<file path="src/rtl/conv_encoder_tx.sv">
// ---------------------------------------------------------------------------
// conv_encoder_tx
// Framed rate-1/2, K=3 convolutional encoder (4-state trellis). Each accepted
// data bit produces one 2-bit code symbol. With TAIL_EN=1, K-1 zero tail bits
// are appended to every frame, so the trellis ends each frame in S0.
//
// Ports
//   i_clk        clock, rising edge
//   i_rst_n      asynchronous reset, active low
//   i_start      frame start request (sampled in IDLE only)
//   i_bit        data bit
//   i_valid      i_bit valid
//   o_ready      encoder accepts i_bit this cycle
//   o_code       code symbol {c0,c1}: [1]=G0 parity, [0]=G1 parity
//   o_valid      o_code valid
//   i_ready      downstream accepts o_code this cycle
//   o_last       o_code is the final symbol of the frame
//   o_state      trellis state {s1,s0} after the last consumed bit
//   o_busy       FSM not idle or output register occupied
//   o_frame_done one-cycle pulse after the last symbol is handed off
// ---------------------------------------------------------------------------
module conv_encoder_tx #(
    parameter int         FRAME_LEN = 16,
    parameter logic [2:0] G0        = 3'b111,
    parameter logic [2:0] G1        = 3'b101,
    parameter bit         TAIL_EN   = 1'b1
) (
    input  logic       i_clk,
    input  logic       i_rst_n,
    input  logic       i_start,
    input  logic       i_bit,
    input  logic       i_valid,
    output logic       o_ready,
    output logic [1:0] o_code,
    output logic       o_valid,
    input  logic       i_ready,
    output logic       o_last,
    output logic [1:0] o_state,
    output logic       o_busy,
    output logic       o_frame_done
);

    localparam int CNT_W = $clog2(FRAME_LEN + 1);
    localparam logic [CNT_W-1:0] LAST_IDX = CNT_W'(FRAME_LEN - 1);

    typedef enum logic [1:0] {
        ST_IDLE   = 2'b00,
        ST_ENCODE = 2'b01,
        ST_TAIL   = 2'b10
    } state_e;

    function automatic logic parity3(input logic [2:0] v);
        return ^v;
    endfunction

    // u = {b, s1, s0}; each output bit is the parity of the tapped positions
    function automatic logic [1:0] encode_sym(input logic b, input logic [1:0] sr);
        logic [2:0] u;
        u = {b, sr};
        return {parity3(G0 & u), parity3(G1 & u)};
    endfunction

    state_e           state_q, state_d;
    logic [1:0]       sreg_q, sreg_d;
    logic [CNT_W-1:0] cnt_q, cnt_d;
    logic             tail_q, tail_d;
    logic [1:0]       code_q, code_d;
    logic             valid_q, valid_d;
    logic             last_q, last_d;
    logic             done_q, done_d;

    logic             slot_free_s;
    logic             ready_s;
    logic             load_s;
    logic             bit_s;
    logic             last_sym_s;

    // Next-state, handshake and output-register update logic
    always_comb begin
        state_d     = state_q;
        sreg_d      = sreg_q;
        cnt_d       = cnt_q;
        tail_d      = tail_q;
        code_d      = code_q;
        last_d      = last_q;
        // Symbol leaves on handoff unless replaced by a new load below
        valid_d     = valid_q & ~i_ready;
        done_d      = valid_q & i_ready & last_q;
        slot_free_s = ~valid_q | i_ready;
        ready_s     = 1'b0;
        load_s      = 1'b0;
        bit_s       = 1'b0;
        last_sym_s  = 1'b0;

        case (state_q)
            ST_IDLE: begin
                if (i_start) begin
                    state_d = ST_ENCODE;
                    sreg_d  = 2'b00;
                    cnt_d   = '0;
                    tail_d  = 1'b0;
                end else begin
                    state_d = ST_IDLE;
                end
            end
            ST_ENCODE: begin
                ready_s = slot_free_s;
                if (i_valid && slot_free_s) begin
                    load_s = 1'b1;
                    bit_s  = i_bit;
                    cnt_d  = cnt_q + CNT_W'(1);
                    if (cnt_q == LAST_IDX) begin
                        if (TAIL_EN) begin
                            state_d = ST_TAIL;
                            tail_d  = 1'b0;
                        end else begin
                            state_d    = ST_IDLE;
                            last_sym_s = 1'b1;
                        end
                    end else begin
                        state_d = ST_ENCODE;
                    end
                end else begin
                    state_d = ST_ENCODE;
                end
            end
            ST_TAIL: begin
                // Zero tail bits are consumed whenever the output slot is free
                if (slot_free_s) begin
                    load_s = 1'b1;
                    bit_s  = 1'b0;
                    if (tail_q) begin
                        state_d    = ST_IDLE;
                        last_sym_s = 1'b1;
                    end else begin
                        tail_d = 1'b1;
                    end
                end else begin
                    state_d = ST_TAIL;
                end
            end
            default: begin
                state_d = ST_IDLE;
            end
        endcase

        if (load_s) begin
            code_d  = encode_sym(bit_s, sreg_q);
            last_d  = last_sym_s;
            valid_d = 1'b1;
            sreg_d  = {bit_s, sreg_q[1]};
        end else begin
            code_d = code_q;
        end
    end

    // State, trellis and output registers
    always_ff @(posedge i_clk or negedge i_rst_n) begin
        if (!i_rst_n) begin
            state_q <= ST_IDLE;
            sreg_q  <= 2'b00;
            cnt_q   <= '0;
            tail_q  <= 1'b0;
            code_q  <= 2'b00;
            valid_q <= 1'b0;
            last_q  <= 1'b0;
            done_q  <= 1'b0;
        end else begin
            state_q <= state_d;
            sreg_q  <= sreg_d;
            cnt_q   <= cnt_d;
            tail_q  <= tail_d;
            code_q  <= code_d;
            valid_q <= valid_d;
            last_q  <= last_d;
            done_q  <= done_d;
        end
    end

    assign o_ready      = ready_s;
    assign o_code       = code_q;
    assign o_valid      = valid_q;
    assign o_last       = last_q;
    assign o_state      = sreg_q;
    assign o_busy       = (state_q != ST_IDLE) | valid_q;
    assign o_frame_done = done_q;

endmodule

</file>
<file path="config.mk">
export PLATFORM = sky130hd
export DESIGN_NAME = conv_encoder_tx
export DESIGN_NICKNAME = d
export VERILOG_FILES = /design/src/rtl/conv_encoder_tx.sv
export SDC_FILE = /design/constraint.sdc
export NUM_CORES = 1
export LEC_CHECK = 0
export BUFFER_PORTS_ARGS = -buffer_cell sky130_fd_sc_hd__buf_2
export CAP_MARGIN = 20
export CORE_MARGIN = 1
export CORE_UTILIZATION = 54
export CTS_CLUSTER_DIAMETER = 120
export DETAILED_ROUTE_END_ITERATION = 16
export GPL_ROUTABILITY_DRIVEN = 0
export GPL_TIMING_DRIVEN = 1
export PLACE_DENSITY = 0.83
export SYNTH_ARGS = -nofsm -noshare
export SYNTH_HDL_FRONTEND = slang
export SYNTH_SLANG_ARGS = --single-unit
</file>
<file path="constraint.sdc">
create_clock -name i_clk -period 2.2 [get_ports i_clk]
set_input_delay 0.66 -clock i_clk [delete_from_list [all_inputs] [get_ports i_clk]]
set_output_delay 0.66 -clock i_clk [all_outputs]
set_load 0.005 [all_outputs]
</file>
==> flow_summary.json, run 1 <==
{
  "outcome": "finished with violations",
  "violations": "DRC",
  "max_cap_violations": 0,
  "grt_max_degree": 16,
  "async_flop_share": 1.00,
  "grt_usage": 0.223,
  "synth_area_leader_cell": "dfrtp_1",
  "antenna_found_initial": 0,
  "path_clk_slew_ns": 0.09,
  "start_util": 0.599,
  "cp_num_buf_inv": 3,
  "r2r_setup_slack_ns": 0.44,
  "r2r-start": "cnt_q[0]$_DFFE_PN0P_",
  "irDropWorstVdd_v": 0.000665,
  "avgRoutedWirePerCell_um": 14.0,
  "drive_above_1_share": 0.248,
  "dr_total_vias": 737,
  "yosys-top-cells-area": "dfrtp_1, ha_1, nand2_1",
  "fin_skew_ns": 0.00156,
  "critPathKind": "reg -> out",
  "path_max_fanout": 6,
  "critPathMaxStageDelay_ns": 0.41,
  "seq_area_frac_synth": 0.397,
  "finalCritPeriodShare": 0.920,
  "path_cells": "inv_1 > ha_1 > inv_1 > nor2_1 > buf_2",
  "critPathCaptureType": "primary output",
  "cp_common_cell": "inv_1",
  "ys.flop_type": "dfrtp_1",
  "drt_iter0_drc": 31,
  "root_buffer": "clkbuf_4",
  "drt-total-wl_um": 1810,
  "power_w": 0.00121,
  "drt_pass1_iterations": 10,
  "rr_worst_depth": 7,
  "start_kind": "flip-flop",
  "whs_ns": 0.258,
  "h-tree-depth": 1,
  "crit_family": "buffers and inverters",
  "synthesis.area_um2": 945,
  "num_rows": 14,
  "grt_overflow_total": 0,
  "finalHoldViolations": 0,
  "critPathArrivalTime_ns": 1.36,
  "grt_pass1_wl_um": 3020,
  "dpl.hpwl_um": 1370,
  "clock_path_buffers": 2,
  "synth.avg_cell_area_um2": 9.74,
  "fillers": 132,
  "post_cts_buffers": 0,
  "synth_seq_cells": 15,
  "cp_slowest_cell": "dfrtp_1",
  "power_leakage_nw": 0.501,
  "nets": 126,
  "period_minus_slack_ns": 2.02,
  "io_pins": 15,
  "post_cts_resize_count": 0,
  "synth.distinct_cells": 35,
  "power.density_nw_per_um2": 1170,
  "dieHeight_um": 43.8,
  "relSlewSlack": 0.728,
  "num_antenna_cells": 0,
  "tightest_slew_ns": 0.408,
  "holdBufCountCts": 0,
  "grt_pass1_vias": 674,
  "numCtsBuffers": 3,
  "core-area_um2": 1580,
  "cts_tree": "built",
  "detail-route-antenna-nets": 0,
  "setup_viol": 0,
  "synth_edf_count": 0,
  "fp.dieW_um": 43.8,
  "synth.top_cell.area_share": 0.397,
  "crit_required_ns": 1.54,
  "final_util": 0.655,
  "max_freq_mhz": 494,
  "slew_violations": 0,
  "hold_class": "in -> async",
  "drc": 2,
  "clkSinkCount": 15,
  "netlist_instances": 97,
  "via_per_inst": 5.71,
  "syn-num-nets": 109,
  "tns_ns": 0,
  "dieArea_um2": 1920,
  "rsz0062_at_grt": "false",
  "syn_to_final_growth_pct": 9.27,
  "clk_latency_ns": 0.29,
  "ys.warnings.count": 0,
  "io_buffers": 14,
  "r2r_end": "cnt_q[4]$_DFFE_PN0P_"
}
==> flip-flops by register name (all words and copies together), names as in the netlist <==
register	count
cnt_q	5
o_code	2
o_frame_done	1
o_last	1
o_state	2
o_valid	1
state_q	2
tail_q	1
==> worst reg2reg max path, cell delays in order, from the launching register on <==
cell and delay, ns:
dfrtp_1 0.43, ha_1 0.23, and3_1 0.19, ha_1 0.26, nand2b_1 0.15, a2111oi_2 0.29, a21oi_1 0.07, o21ai_0 0.08
==> worst max path at each step <==
stage | from | to | slack [ns] | depth (start not counted)
6_report | state_q[1]$_DFFE_PN0P_ | o_ready | 0.18 | 5
5_1_grt | state_q[1]$_DFFE_PN0P_ | o_ready | 0.1 | 5
4_1_cts | state_q[1]$_DFFE_PN0P_ | o_busy | 0.19 | 4
2_1_floorplan | i_ready | o_ready | 0.54 | 2
3_5_place_dp | i_ready | o_ready | 0.30 | 4
3_3_place_gp | i_ready | o_ready | 0.31 | 4
==> final cells by class <==
cell class	count	area, µm²	area share
well taps	16	20.0	0.0194
multi-input cells	72	507	0.491
inverters	7	26.3	0.0255
flip-flops and latches	15	375	0.364
repair buffers	15	77.6	0.0752
clock buffers	4	26.3	0.0255
==> Yosys cell counts (2+ instances only) <==
cell type and instances:
dfrtp_1 15, nand2_1 12, o21ai_0 8, inv_1 7, ha_1 6, nor2_1 5
a21oi_1 4, and3_1 3, nand2b_1 3, nand3_2 3, xnor2_1 3, a22oi_1 2
a31oi_1 2, buf_6 2, nand3_1 2
==> cells by family after synthesis <==
family          synth area share
compound gates             0.195
buf+inv                   0.0662
fa+ha+maj                 0.0795
mux                       0.0106
simple gates               0.224
xor+xnor                  0.0278
flops                      0.397
==> report_power, final <==
group,leakage (nW),internal (W),switching [W]
Clock,0.0150,0.0000706,0.0000949
Combinational,0.296,0.000266,0.000307
Sequential,0.190,0.000378,0.0000931
Total,0.501,0.000715,0.000495
==> through the flow <==
step	setup slack, ns	std cells	cell area [µm²]
after CTS	0.189	129	1030
after floorplan	0.543	97	945
final	0.175	129	1030
after global placement	0.310	125	1010
after global routing	0.0978	129	1030
after detailed placement	0.299	125	1010
==> layer usage <==
layer  share of wire  GRT usage
met1            0.50      0.313
met5               0          0
met3           0.054     0.0500
met2            0.42      0.322
met4           0.022      0.113
==> cells in the final DEF (no fill, tap or decap), types with 4 or more instances in the layout <==
master    n
ha_1      6
inv_1     7
a21oi_1   4
nor2_1    5
buf_2    14
dfrtp_1  15
nand2_1  12
o21ai_0   8
Power figures use the tool's default switching activity.
==> inputs of run 2 (changes only) <==
ABC_AREA = 1   (was unset)
CORE_UTILIZATION = 53   (was 54)
PLACE_DENSITY = 0.82   (was 0.83)
==> run 2 against run 1 <==
Net effect:
- the flow now finishes without violations
- wire length fell by 11%
- design area fell by 3.6%
- largest power group is now sequential cells
- synthesized cell count rose by 15%
==> flow_summary.json, run 2 <==
{
  "dieArea_um2": 1830,
  "synth.distinct_cells": 20,
  "synthTopCellsByCount": "nand2_1, dfrtp_1, inv_1, nand3_1, nor2_1",
  "path_cells": "inv_1 > ha_1 > inv_1 > nor2_1 > buf_2",
  "synthesis.area_um2": 881,
  "syn_to_final_growth_pct": 12.9,
  "avgRoutedWirePerCell_um": 11.0,
  "max_freq_mhz": 509,
  "hold_class": "in -> async",
  "drc": 0,
  "final_common_cell": "nand2_1",
  "tns_ns": 0,
  "period_minus_slack_ns": 1.96,
  "via_per_inst": 5.29,
  "relSlewSlack": 0.779,
  "cts_tree": "built",
  "mostFrequentLayoutCells": "nand2_1, inv_1, dfrtp_1",
  "detail-route-antenna-nets": 0,
  "start_util": 0.578,
  "regMostFlops": "cnt_q",
  "rsz0062_at_grt": "false",
  "synth_seq_cells": 15,
  "stdcell_count": 146,
  "dpl.hpwl_um": 1240,
  "slew_violations": 0,
  "dieHeight_um": 42.8,
  "tightest_slew_ns": 0.332,
  "clkSinkCount": 15,
  "critPathArrivalTime_ns": 1.30,
  "cp_num_buf_inv": 3,
  "critPathCaptureType": "primary output",
  "crit_required_ns": 1.54,
  "dr_total_vias": 772,
  "largest_reg_flops": 5,
  "dpl.cell_count": 142,
  "grt_max_degree": 16,
  "num_antenna_cells": 0,
  "grt_usage": 0.202,
  "fin_skew_ns": 0.000324,
  "post_cts_buffers": 0,
  "fp.dieW_um": 42.8,
  "nets": 143,
  "rr_worst_depth": 9,
  "root_buffer": "clkbuf_4",
  "yosys-top-cells-area": "dfrtp_1, nand2_1, ha_1",
  "num_rows": 14,
  "drt_pass1_iterations": 4,
  "clock_path_buffers": 2,
  "critPathMaxStageDelay_ns": 0.40,
  "final_util": 0.653,
  "drive_above_1_share": 0.192,
  "yosysMostFrequentCell": "nand2_1",
  "start_kind": "flip-flop",
  "irDropWorstVdd_v": 0.000619,
  "power_leakage_nw": 0.543,
  "finalCritPeriodShare": 0.893,
  "synth_edf_count": 0,
  "holdBufCountCts": 0,
  "syn-num-nets": 124,
  "path_max_fanout": 3,
  "cp_slowest_cell": "dfrtp_1",
  "outcome": "completed",
  "fillers": 126,
  "grt_overflow_total": 0,
  "drt-total-wl_um": 1600,
  "finalHoldViolations": 0,
  "synth.top_cell.area_share": 0.426,
  "clk_latency_ns": 0.28,
  "core-area_um2": 1520,
  "numCtsBuffers": 3,
  "ys.flop_type": "dfrtp_1",
  "io_pins": 15,
  "seq_area_frac_synth": 0.426,
  "path_clk_slew_ns": 0.09,
  "grt_pass1_vias": 702,
  "grt_pass1_wl_um": 2820,
  "drt_iter0_drc": 20,
  "synth.avg_cell_area_um2": 7.86,
  "netlist_instances": 112,
  "h-tree-depth": 1,
  "crit_family": "flip-flops",
  "cp_common_cell": "inv_1",
  "async_flop_share": 1.00,
  "setup_viol": 0,
  "critPathKind": "reg -> out",
  "power.density_nw_per_um2": 910,
  "max_cap_violations": 0,
  "synth_area_leader_cell": "dfrtp_1",
  "cp.depth": 5,
  "ys.warnings.count": 0,
  "post_cts_resize_count": 0,
  "io_buffers": 14,
  "antenna_found_initial": 0
}
==> run 2: changes by cell type in the layout (fill, tap and decap cells not counted), moves of 3 or more <==
cell,delta
inv_1,+8
and3_1,-3
nand4_1,+3
o21ai_1,+3
nand3_2,-3
nand2b_1,-3
a21oi_1,-4
nand3_1,+6
nand2_1,+24
==> run 2: cells by family after synthesis <==
logic type,after synthesis,share of synthesized area
flops,15,0.426
xor+xnor,1,0.00994
simple gates,61,0.320
fa+ha+maj,6,0.0852
compound gates,12,0.0781
buf+inv,17,0.0810
==> run 2: layer usage <==
layer,vias up,track usage,wire length (µm)
li1,392,-,-
met1,359,0.251,724
met2,19,0.345,801
met3,2,0.0340,70
met4,0,0.0813,7
met5,-,0,0
==> run 2: per-stage QoR <==
step	cell area, µm²	hold slack, ns	power (W)	setup WS [ns]
final	995	0.263	0.000905	0.235
after global routing	995	0.289	0.000985	0.157
after CTS	995	0.273	0.000910	0.236
after detailed placement	967	0.467	0.000750	0.426
after global placement	967	0.461	0.000736	0.422
after floorplan	881	0.364	0.000652	0.619
==> run 2: path summary, 6_finish.rpt <==
check,startpoint,endpoint,slack (ns)
worst max-delay path,state_q[1]$_DFFE_PN0P_,o_ready,0.24
worst min-delay path,i_rst_n,state_q[1]$_DFFE_PN0P_,0.26
worst max register to register,cnt_q[0]$_DFFE_PN0P_,tail_q$_DFFE_PN0P_,0.75
worst min register to register,o_code[1]$_DFFE_PN0P_,o_code[1]$_DFFE_PN0P_,0.49
max in group asynchronous,i_rst_n,cnt_q[3]$_DFFE_PN0P_,1.69
min in group i_clk,o_code[1]$_DFFE_PN0P_,o_code[1]$_DFFE_PN0P_,0.49
==> run 2: report_power, final <==
group	leakage, nW	internal, W	total (W)	switching (W)
Combinational	0.335	0.000142	0.000318	0.000176
Clock	0.0177	0.0000674	0.000158	0.0000905
Sequential	0.190	0.000355	0.000429	0.0000744
Total	0.543	0.000564	0.000905	0.000341
==> run 2: worst reg2reg max path, delay by kind of cell, from the launching register on <==
| kind | cells | cell delay [ns] |
|---|---|---|
| adder cells (fa/ha/maj) | 2 | 0.42 |
| AO/OA/AOI/OAI | 1 | 0.07 |
| flip-flops | 1 | 0.43 |
| AND/OR/NAND/NOR | 6 | 0.46 |
==> run 2: layout make-up <==
cell class,instances,area (µm²),share of cell area
Clock buffer,3,22.5,0.0226
Sequential cell,15,375,0.377
Inverter,16,60.1,0.0604
Clock inverter,1,5.00,0.00503
Timing Repair Buffer,15,77.6,0.0780
Multi-Input combinational cell,80,434,0.436
Tap cell,16,20.0,0.0201
